### config.mk
export PLATFORM = sky130hd
export DESIGN_NAME = gray_conv_arbiter_flat
export DESIGN_NICKNAME = d
export VERILOG_FILES = /design/src/rtl/gray_conv_pkg.sv /design/src/rtl/gray_conv_arbiter_if.sv /design/src/rtl/gray2bin_core.sv /design/src/rtl/gray_conv_arbiter.sv /design/src/flat_wrapper.sv
export SDC_FILE = /design/constraint.sdc
export NUM_CORES = 1
export LEC_CHECK = 0
export ABC_AREA = 1
export CELL_PAD_IN_SITES_DETAIL_PLACEMENT = 2
export CELL_PAD_IN_SITES_GLOBAL_PLACEMENT = 2
export CORE_UTILIZATION = 23
export DETAILED_ROUTE_END_ITERATION = 7
export GPL_TIMING_DRIVEN = 0
export PLACE_DENSITY_LB_ADDON = 0.1
export SLEW_MARGIN = 15
export SYNTH_ARGS = -nofsm -noshare
export SYNTH_HDL_FRONTEND = slang
export SYNTH_SLANG_ARGS = --single-unit
### constraint.sdc
create_clock -name clk -period 2 [get_ports clk]
set_input_delay 0.4 -clock clk [delete_from_list [all_inputs] [get_ports clk]]
set_output_delay 0.4 -clock clk [all_outputs]
set_load 0.02 [all_outputs]
### src/rtl/gray_conv_pkg.sv
// gray_conv_pkg: shared state enum, default sizes and the round-robin pick function
package gray_conv_pkg;
  typedef enum logic [1:0] {IDLE, CONV, HOLD} state_t;
  localparam int N_REQ_DEF = 4;
  localparam int WIDTH_DEF = 4;
  function automatic int rr_pick(input logic [31:0] req, input int n, input int ptr);
    rr_pick = -1;
    for (int k = n; k >= 1; k--) begin
      int i;
      i = (ptr + k) % n;
      if (req[i]) rr_pick = i;
    end
  endfunction
endpackage

### src/rtl/gray_conv_arbiter_if.sv
// gray_conv_arbiter_if: request/grant bus plus valid/ready result port; master = requesters/sink, slave = arbiter
interface gray_conv_arbiter_if import gray_conv_pkg::*; #(
  parameter int N_REQ = N_REQ_DEF,
  parameter int WIDTH = WIDTH_DEF,
  localparam int ID_W = $clog2(N_REQ)
);
  logic [N_REQ-1:0] req;
  logic [N_REQ-1:0] gnt;
  logic [N_REQ*WIDTH-1:0] gray_in;
  logic out_valid;
  logic out_ready;
  logic [WIDTH-1:0] out_bin;
  logic [ID_W-1:0] out_id;
  logic busy;
  modport master(output req, gray_in, out_ready, input gnt, out_valid, out_bin, out_id, busy);
  modport slave(input req, gray_in, out_ready, output gnt, out_valid, out_bin, out_id, busy);
endinterface

### src/rtl/gray2bin_core.sv
// gray2bin_core: combinational Gray->binary; in gray, out bin (each bit is the XOR of all higher-or-equal Gray bits)
module gray2bin_core #(
  parameter int WIDTH = 4
) (
  input  logic [WIDTH-1:0] gray,
  output logic [WIDTH-1:0] bin
);
  for (genvar k = 0; k < WIDTH; k++) begin : g_bit
    assign bin[k] = ^gray[WIDTH-1:k];
  end
endmodule

### src/rtl/gray_conv_arbiter.sv
// gray_conv_arbiter: round-robin sharing of one Gray->binary core; ports clk, rst, bus (req/gray_in/gnt, out_valid/out_ready/out_bin/out_id, busy)
module gray_conv_arbiter import gray_conv_pkg::*; #(
  parameter int N_REQ = N_REQ_DEF,
  parameter int WIDTH = WIDTH_DEF,
  localparam int ID_W = $clog2(N_REQ)
) (
  input logic clk,
  input logic rst,
  gray_conv_arbiter_if.slave bus
);
  state_t state_q, state_d;
  logic [ID_W-1:0] rr_q, rr_d, id_q, id_d, oid_q, oid_d, pick_idx;
  logic [WIDTH-1:0] gray_q, gray_d, bin_q, bin_d, bin_w;
  logic valid_q, valid_d, hit;
  int pick;
  gray2bin_core #(.WIDTH(WIDTH)) u_core (.gray(gray_q), .bin(bin_w));
  always_comb begin
    pick = rr_pick(32'(bus.req), N_REQ, int'(rr_q));
    hit = (state_q == IDLE) && (pick >= 0);
    pick_idx = ID_W'(pick);
    state_d = state_q;
    rr_d = rr_q;
    id_d = id_q;
    gray_d = gray_q;
    bin_d = bin_q;
    oid_d = oid_q;
    valid_d = valid_q;
    case (state_q)
      IDLE: if (hit) begin
        state_d = CONV;
        gray_d = bus.gray_in[pick_idx*WIDTH +: WIDTH];
        id_d = pick_idx;
        rr_d = pick_idx;
      end
      CONV: begin
        state_d = HOLD;
        bin_d = bin_w;
        oid_d = id_q;
        valid_d = 1'b1;
      end
      HOLD: if (bus.out_ready) begin
        state_d = IDLE;
        valid_d = 1'b0;
      end
      default: state_d = IDLE;
    endcase
  end
  always_ff @(posedge clk) begin
    if (rst) begin
      state_q <= IDLE;
      rr_q <= ID_W'(N_REQ - 1);
      id_q <= '0;
      gray_q <= '0;
      bin_q <= '0;
      oid_q <= '0;
      valid_q <= 1'b0;
    end else begin
      state_q <= state_d;
      rr_q <= rr_d;
      id_q <= id_d;
      gray_q <= gray_d;
      bin_q <= bin_d;
      oid_q <= oid_d;
      valid_q <= valid_d;
    end
  end
  assign bus.gnt = hit ? (N_REQ'(1) << pick_idx) : '0;
  assign bus.out_valid = valid_q;
  assign bus.out_bin = bin_q;
  assign bus.out_id = oid_q;
  assign bus.busy = state_q != IDLE;
endmodule

### src/flat_wrapper.sv
// flat-port wrapper written by rule: the top's interface ports become plain ports
module gray_conv_arbiter_flat import gray_conv_pkg::*;
#(
  parameter int N_REQ = N_REQ_DEF,
  parameter int WIDTH = WIDTH_DEF,
  localparam int ID_W = $clog2(N_REQ)
)
  (clk, rst, bus_req, bus_gray_in, bus_out_ready, bus_gnt, bus_out_valid, bus_out_bin, bus_out_id, bus_busy);
  gray_conv_arbiter_if #(.N_REQ(N_REQ), .WIDTH(WIDTH)) bus_i ();
  input logic clk;
  input logic rst;
  input wire logic [$bits(bus_i.req)-1:0] bus_req;
  input wire logic [$bits(bus_i.gray_in)-1:0] bus_gray_in;
  input wire logic [$bits(bus_i.out_ready)-1:0] bus_out_ready;
  output wire logic [$bits(bus_i.gnt)-1:0] bus_gnt;
  output wire logic [$bits(bus_i.out_valid)-1:0] bus_out_valid;
  output wire logic [$bits(bus_i.out_bin)-1:0] bus_out_bin;
  output wire logic [$bits(bus_i.out_id)-1:0] bus_out_id;
  output wire logic [$bits(bus_i.busy)-1:0] bus_busy;
  assign bus_i.req = bus_req;
  assign bus_i.gray_in = bus_gray_in;
  assign bus_i.out_ready = bus_out_ready;
  assign bus_gnt = bus_i.gnt;
  assign bus_out_valid = bus_i.out_valid;
  assign bus_out_bin = bus_i.out_bin;
  assign bus_out_id = bus_i.out_id;
  assign bus_busy = bus_i.busy;
  gray_conv_arbiter #(.N_REQ(N_REQ), .WIDTH(WIDTH)) u_core (.clk(clk), .rst(rst), .bus(bus_i));
endmodule
======== Yosys cells after proc, flatten, opt, wreduce, memory -nomap -nowiden ========
Index checks and enable logic that the tools add are counted.
cells by class
  $add $sub $neg .......................... 4
  order comparisons ....................... 5
  eq/ne operators ......................... 4
  shift operators ......................... 2
  multiplexer cells ....................... 22
  bitwise operators ....................... 4
  reduce and logical (&&, ||, !) cells .... 14
operators by type and width
  kind                 count
  $mux 32              4
  $ge 32x1->1 const B  1
  $lt 3x7->1 const B   4
  $shiftx 16x5->4      1
  $bmux 1 s3           4
  $mux 1               9
  $reduce_or 2->1      4
  $pmux 2 s3           1
  $reduce_and 2->1     3
  $add 2x1->2 const B  2
  $add 2x2->2 const B  2
  $and 1x1->1 const A  4
  $mux 2               2
  $mux 4               1
  $reduce_bool 2->1    2
  $reduce_xor 4->1     1
  $shl 1x2->4 const A  1
  $reduce_xor 3->1     1
  $eq 2x1->1 const B   1
  $eq 2x2->1 const B   1
  $logic_not 2->1      1
  $ne 2x1->1 const B   1
  $ne 2x2->1 const B   1
  $pmux 1 s2           1
  other kinds (2)      2
storage, ports and cells
  bits in registers ....................... 17
  input port bits ......................... 23
  word-level logic and storage cells ...... 62

======== Longest topological paths before layout ========
Gate-level depths: netlist of run 1.
  depth in word-level cells ............... 14
  depth in mapped cells ................... 14
  gate-level depth less buffers ........... 14

======== Modules after synthesis ========
A second synthesis of run 1 with hierarchy kept.
second synthesis, totals
  cells, all modules ...................... 181
  area, all modules ....................... 1118.6 um^2
modules (own cells, without submodules)
  module             instances  cells each  area an instance (um^2)  sequential area each (um^2)
  gray_conv_arbiter  1          160         1028.5                   340.3
  gray2bin_core      1          21          90.1                     0.0

======== Least setup slack after synthesis of run 1 ========
No wires, ideal clock.
  kind .................................... register to output
  start point ............................. register u_core.rr_q[0]
  end point ............................... output port bus_gnt[0]
  data arrival time ....................... 1.574 ns
  path slack .............................. 0.026 ns
  stages on the path, launching flop included .. 14
  cells stage by stage .................... dfxtp_1 -> buf_6 -> nand2_2 -> o21ai_2 -> nand2_1 -> nand2_1 -> nand2_2 -> nand2_2 -> nand2_4 -> nand2_8 -> inv_2 -> nor2_4 -> inv_2 -> nor2_1
on the way
  cells in the longest elaborated chain, start to end .. 13
RTL lines
  what                                       line                     source
  from (decl)                                gray_conv_arbiter.sv:12  logic [ID_W-1:0] rr_q, rr_d, id_q, id_d, oid_q, oid_d, pick_idx;
  from (signal assigned)                     gray_conv_arbiter.sv:51  rr_q <= ID_W'(N_REQ - 1);
  from (signal assigned)                     gray_conv_arbiter.sv:59  rr_q <= rr_d;
  $add 2x1->2                                gray_conv_pkg.sv:10      i = (ptr + k) % n;
  $reduce_or 2->1 (no source line)           -
  $and 1x1->1 (no source line)               -
  $bmux 1 s3                                 gray_conv_pkg.sv:11      if (req[i]) rr_pick = i;
  $mux 1 (implied by the code) (2 in a row)  gray_conv_pkg.sv:11
  $mux 32 (3 in a row)                       gray_conv_pkg.sv:11
  $mux 32 *                                  gray_conv_pkg.sv:11
  $ge 32x1->1                                gray_conv_arbiter.sv:19  hit = (state_q == IDLE) && (pick >= 0);
  $logic_and 1x1->1                          gray_conv_arbiter.sv:19
  $mux 4 *                                   gray_conv_arbiter.sv:67  assign bus.gnt = hit ? (N_REQ'(1) << pick_idx) : '0;
  to (decl)                                  flat_wrapper.sv:15       output wire logic [$bits(bus_i.gnt)-1:0] bus_gnt;
Every way passes the cells marked *; elsewhere a longest branch is shown, timed or not. The select of a mux whose other input is x is not followed.

======== Worst setup path after layout of run 1 ========
  start point ............................. register u_core.rr_q[0]
  end point ............................... output port bus_gnt[2]
Same word-level chain as after synthesis.

==> results of run 1 <==
path summary, 6_finish.rpt:
path / from / to / slack (ns) / cells past startpoint
min reg2reg: u_core.id_q[1] / u_core.id_q[1] / 0.48 / 2
min: u_core.id_q[1] / u_core.id_q[1] / 0.48 / 2
max: u_core.rr_q[0] / bus_gnt[2] / -0.21 / 13
max reg2reg: u_core.rr_q[0] / u_core.gray_q[1] / 0.14 / 15
cells by family (layout without fill, tap and decap cells):
family,Yosys count,after routing,synth area share
AND/OR/NAND/NOR,96,96,0.4105
buffers and inverters,43,98,0.1513
AO/OA/AOI/OAI,20,20,0.1123
flip-flops,17,17,0.3026
XOR/XNOR,3,3,0.02336
worst max-delay path: stages (launching register included):
cell and delay [ns]:
dfxtp_4 0.38, buf_8 0.14, nand2_1 0.09, nand2_2 0.07, nand2_2 0.10, nand2_2 0.07
inv_4 0.07, nand3_4 0.11, nand2_8 0.11, inv_6 0.04, nor2_4 0.08, inv_2 0.05
nor2_1 0.08, buf_4 0.14
through the flow:
step                hold WS [ns]  utilization  setup slack, ns  setup TNS, ns
detailed placement        0.4717       0.3279           -1.072         -4.829
finish                    0.4850       0.4053          -0.2082        -0.7500
global placement          0.4658       0.3279           -1.039         -4.457
floorplan                 0.4457            -          0.02570              0
global route              0.5101       0.4053          -0.3103         -1.106
CTS                       0.4773       0.3801          -0.2722         -1.001
power groups by stage:
stage               registers, mW  logic (mW)  clock network [mW]
CTS                         0.577        2.44               0.275
detailed placement          0.559        1.90                   0
finish                      0.583        2.74               0.263
floorplan                   0.585        1.28                   0
global placement            0.551        1.85                   0
global route                0.600        2.99               0.290
routing by layer:
metal,up-vias,track usage
met4,0,0.01961
met1,659,0.1863
met5,-,0
met3,6,0.03333
met2,24,0.3449
li1,659,-
layout make-up:
| type | count | area share |
|---|---|---|
| Clock inverter | 1 | 0.002614 |
| Sequential cell | 17 | 0.1817 |
| Multi-Input combinational cell | 119 | 0.3941 |
| Buffer | 4 | 0.01765 |
| Tap cell | 67 | 0.04379 |
| Clock buffer | 3 | 0.02157 |
| Inverter | 39 | 0.08170 |
| Timing Repair Buffer | 51 | 0.2569 |
timing repair:
item	4_1_cts	5_1_grt
setup endpoints to repair	4	8
setup buffers	12	5
gates resized for setup	57	27
pin swaps	18	16
cloned	1	0
registers in the layout, indices dropped and copies added, names as in the netlist:
| signal | count |
|---|---|
| u_core.bus.out_bin | 4 |
| u_core.bus.out_id | 2 |
| u_core.bus.out_valid | 1 |
| u_core.gray_q | 4 |
| u_core.id_q | 2 |
| u_core.rr_q | 2 |
| u_core.state_q | 2 |
layout by cell type, fill, tap and decap left out, types with 3 or more instances in the layout:
cell and instances:
o21ai_0 6, buf_4 13, nor2_4 5, nand2_2 17, nand3_1 22, nor2_1 17, dfxtp_1 15, clkbuf_8 3
a21oi_1 6, clkdlybuf4s50_1 26, inv_1 30, buf_6 8, nand2_4 6, nand2_1 22, dlygate4sd2_1 4, inv_2 6
==> flow_summary.json, run 1 <==
{
  "synthCells": 179,
  "die_y_um": 71.93,
  "grt_use_total": 0.1705,
  "synth_common_cells": "nand2_1 (40), inv_1 (34), nand3_1 (23)",
  "fin_crit_sh": 1.104,
  "p_leak_nw": 0.9386,
  "fin_skew_ns": 0.006656,
  "dp_hpwl_mm": 2.882,
  "ir_drop_mv": 0.6189,
  "num_rows": 25,
  "vias": 1348,
  "port_buffers": 34,
  "cp.required_ns": 1.60,
  "die_x_um": 71.93,
  "globalplace.congestion": 0.7253,
  "end_kind": "output pin",
  "worstPathArrival_ns": 1.81,
  "synth_edf_count": 0,
  "synth_flop_cell": "dfxtp_1",
  "clk_latency_ns": 0.26,
  "yosys-top-cells-area": "dfxtp_1 (30%), nand2_1 (13%), inv_1 (11%)",
  "start_util": 0.2381,
  "yosysMostFrequentCell": "nand2_1",
  "clockBufferDepth": 2,
  "layoutNonFillerInstCount": 301,
  "nFillCells": 554,
  "syn_area_per_cell_um2": 6.284,
  "drc": 0,
  "design_area_mm2": 0.001914,
  "tightest_slew_ns": 0.5860,
  "power_density_mw_per_mm2": 1873,
  "setup_viol": 4,
  "ys_async_sr_fraction": 0,
  "first_pass_iters": 4,
  "multi_input_area_um2": 754.5,
  "min_period_ns": 2.208,
  "area_growth_pct": 70.19,
  "outcome": "finished, violations left",
  "drv_slew": 0,
  "grt_pass1_vias": 1449,
  "routed-wl-met3_um": 100,
  "seqPwrFrac": 0.163,
  "p_clk_frac": 0.073,
  "met1_length_mm": 1.772,
  "switching_share": 0.4974,
  "yosysTopAreaCellShare": 0.3026,
  "rsz0062_at_grt": "true",
  "path_max_fanout": 5,
  "synth_seq_cells": 17,
  "power_mw": 3.585,
  "fmax_mhz": 452.9,
  "yosys.area.top_type": "dfxtp_1",
  "drive_gt1_frac": 0.3291,
  "viasPerCell": 4.478,
  "grt_max_degree": 11,
  "ys_warn_count": 0,
  "violations": "negative setup slack",
  "numCtsBuffers": 3,
  "placed_cell_area_mm2": 0.001549,
  "ant_nets": 0,
  "clock-sinks": 17,
  "cts-hold-fix-buffers": 0,
  "root_buffer": "clkbuf_8",
  "drtIter0Drc": 34,
  "netlist_area_mm2": 0.001125,
  "criticalPathCategory": "flip-flop to output pin",
  "top_layer": "met4",
  "wl_mm": 4.340,
  "dieArea_mm2": 0.005174,
  "maxCapViolCount": 0,
  "finalWorstSetupSlack_ns": -0.2082,
  "path_clk_slew_ns": 0.07,
  "antenna_cells": 0,
  "antenna_found_initial": 0,
  "cts_tree": "done",
  "syn-num-nets": 202,
  "hold_viol": 0,
  "ioPinCount": 35,
  "min_path_type": "flip-flop to flip-flop",
  "ys_types": 28,
  "grt_overflow": 0,
  "htreeDepth": 1,
  "slew_headroom": 0.6093,
  "seq_area_um2": 347.8,
  "yosysSeqAreaShare": 0.3026,
  "wire_per_inst_um": 14.42,
  "core_mm2": 0.004723,
  "dr_wl_met2_mm": 2.398,
  "fin_nets": 258,
  "grt_pass1_wl_mm": 6.768,
  "intPower_mw": 1.802,
  "combPwrFrac": 0.764,
  "cp-start-kind": "flip-flop",
  "dp.cells": 280,
  "p_sw_mw": 1.783
}
(Power assumes the default switching activity.)
==> inputs of run 2 (changes only) <==
--- a/config.mk
+++ b/config.mk
@@ -9,6 +9,7 @@
 export CELL_PAD_IN_SITES_DETAIL_PLACEMENT = 2
 export CELL_PAD_IN_SITES_GLOBAL_PLACEMENT = 2
 export CORE_UTILIZATION = 23
+export CTS_CLUSTER_SIZE = 20
 export DETAILED_ROUTE_END_ITERATION = 7
 export GPL_TIMING_DRIVEN = 0
 export PLACE_DENSITY_LB_ADDON = 0.1
==> constraint.sdc (replaced) <==
create_clock -name clk -period 2.2 [get_ports clk]
set_input_delay 0.44 -clock clk [delete_from_list [all_inputs] [get_ports clk]]
set_output_delay 0.44 -clock clk [all_outputs]
set_load 0.02 [all_outputs]
==> run 2 against run 1 <==
Compared with the run above: the run still ends with negative setup slack left; largest power group unchanged; core utilization barely moved; combinational power fell by 9.5%; non-clock buffer count stayed put; highest routed layer unchanged; worst setup slack gained 0.16 ns; global-route usage unchanged; critical path type unchanged; register-to-register slack improved by 0.18 ns.
==> flow_summary.json, run 2 (synthesized netlist as in run 1, its figures left out) <==
{
  "outcome": "finished, violations left",
  "setup_viol": 4,
  "first_pass_iters": 4,
  "slew_headroom": 0.6093,
  "clk_latency_ns": 0.26,
  "cts-hold-fix-buffers": 0,
  "clockBufferDepth": 2,
  "power_density_mw_per_mm2": 1694,
  "ant_nets": 0,
  "mostFrequentLayoutCell": "inv_1",
  "antenna_found_initial": 0,
  "cts_tree": "done",
  "maxCapViolCount": 0,
  "hold_viol": 0,
  "ioPinCount": 35,
  "p_leak_nw": 0.9389,
  "violations": "negative setup slack",
  "drc": 0,
  "criticalPathCategory": "flip-flop to output pin",
  "worstPathArrival_ns": 1.81,
  "drive_gt1_frac": 0.3376,
  "min_period_ns": 2.248,
  "layoutNonFillerInstCount": 301,
  "num_rows": 25,
  "cp.required_ns": 1.76,
  "numCtsBuffers": 3,
  "area_growth_pct": 70.30,
  "path_max_fanout": 5,
  "root_buffer": "clkbuf_8",
  "htreeDepth": 1,
  "wire_per_inst_um": 14.40,
  "min_path_type": "flip-flop to flip-flop",
  "fin_skew_ns": 0.006656,
  "end_kind": "output pin",
  "core_mm2": 0.004723,
  "globalplace.congestion": 0.7253,
  "viasPerCell": 4.475,
  "fmax_mhz": 444.9,
  "antenna_cells": 0,
  "fin_crit_sh": 1.022,
  "dp.cells": 280,
  "drv_slew": 0,
  "layout_common_cells": "inv_1 (29), clkdlybuf4s50_1 (26), nand2_1 (22), nand3_1 (21)",
  "dp_hpwl_mm": 2.882,
  "dieArea_mm2": 0.005174,
  "grt_pass1_wl_mm": 6.768,
  "die_x_um": 71.93,
  "nFillCells": 553,
  "tightest_slew_ns": 0.5860,
  "wl_mm": 4.335,
  "drtIter0Drc": 34,
  "port_buffers": 34,
  "grt_overflow": 0,
  "die_y_um": 71.93,
  "utilization": 0.4056,
  "grt_pass1_vias": 1449,
  "clock-sinks": 17,
  "fin_nets": 258,
  "grt_use_total": 0.1705,
  "vias": 1347,
  "grt_max_degree": 11,
  "finalWorstSetupSlack_ns": -0.04775,
  "path_clk_slew_ns": 0.07,
  "ir_drop_mv": 0.5508,
  "rsz0062_at_grt": "true",
  "cp-start-kind": "flip-flop",
  "start_util": 0.2381
}
## run 2: power by group
group	total, mW	switching (mW)	internal [mW]	leakage (nW)
sequential	0.529	0.0943	0.435	0.141
clock	0.239	0.114	0.126	0.0255
combinational	2.48	1.41	1.06	0.772
total	3.25	1.62	1.63	0.939
## run 2: final timing paths
check / startpoint / to / slack [ns] / cells past startpoint
max reg2reg: u_core.rr_q[0] / u_core.gray_q[1] / 0.32 / 15
max: u_core.rr_q[0] / bus_gnt[2] / -0.05 / 13
min: u_core.id_q[1] / u_core.id_q[1] / 0.48 / 2
min reg2reg: u_core.id_q[1] / u_core.id_q[1] / 0.48 / 2
## run 2: layout make-up
class | count | area [µm²] | share of cell area
clock buffers | 3 | 41.29 | 0.02155
flip-flops and latches | 17 | 347.8 | 0.1816
clock inverters | 1 | 5.005 | 0.002613
repair buffers | 51 | 488.0 | 0.2547
multi-input cells | 119 | 759.5 | 0.3965
well taps | 67 | 83.83 | 0.04376
plain buffers | 4 | 33.78 | 0.01764
inverters | 39 | 156.4 | 0.08165
## run 2: critical path: stages, from the launching register on
cell and delay, ns:
dfxtp_4 0.38, buf_8 0.14, nand2_1 0.09, nand2_2 0.07, nand2_2 0.10, nand2_2 0.07, inv_4 0.07, nand3_4 0.11
nand2_8 0.11, inv_6 0.04, nor2_4 0.08, inv_2 0.05, nor2_1 0.08, buf_4 0.14
## run 2: layer usage
layer / up-vias / GRT usage / wire (µm)
met4: 0 / 0.01961 / 69
met1: 657 / 0.1863 / 1775
met5: - / 0 / 0
met2: 24 / 0.3449 / 2390
li1: 660 / - / -
met3: 6 / 0.03333 / 100
## run 2: stage by stage
stage	setup TNS [ns]	instance area, µm²	total power, mW	hold WS [ns]	setup WS, ns
2_1_floorplan	0	1125	1.698	0.4457	0.1857
3_3_place_gp	-3.468	1549	2.184	0.4658	-0.9186
3_5_place_dp	-3.573	1549	2.233	0.4717	-0.9521
4_1_cts	-0.3613	1795	2.989	0.4773	-0.1122
5_1_grt	-0.4602	1916	3.518	0.5101	-0.1503
6_report	-0.1021	1916	3.246	0.4850	-0.04775
## run 2: what timing repair did
action,CTS,global route
gates cloned,1,0
setup endpoints to repair,4,4
buffers inserted,12,5
pin swaps,18,16
gates resized for setup,57,28
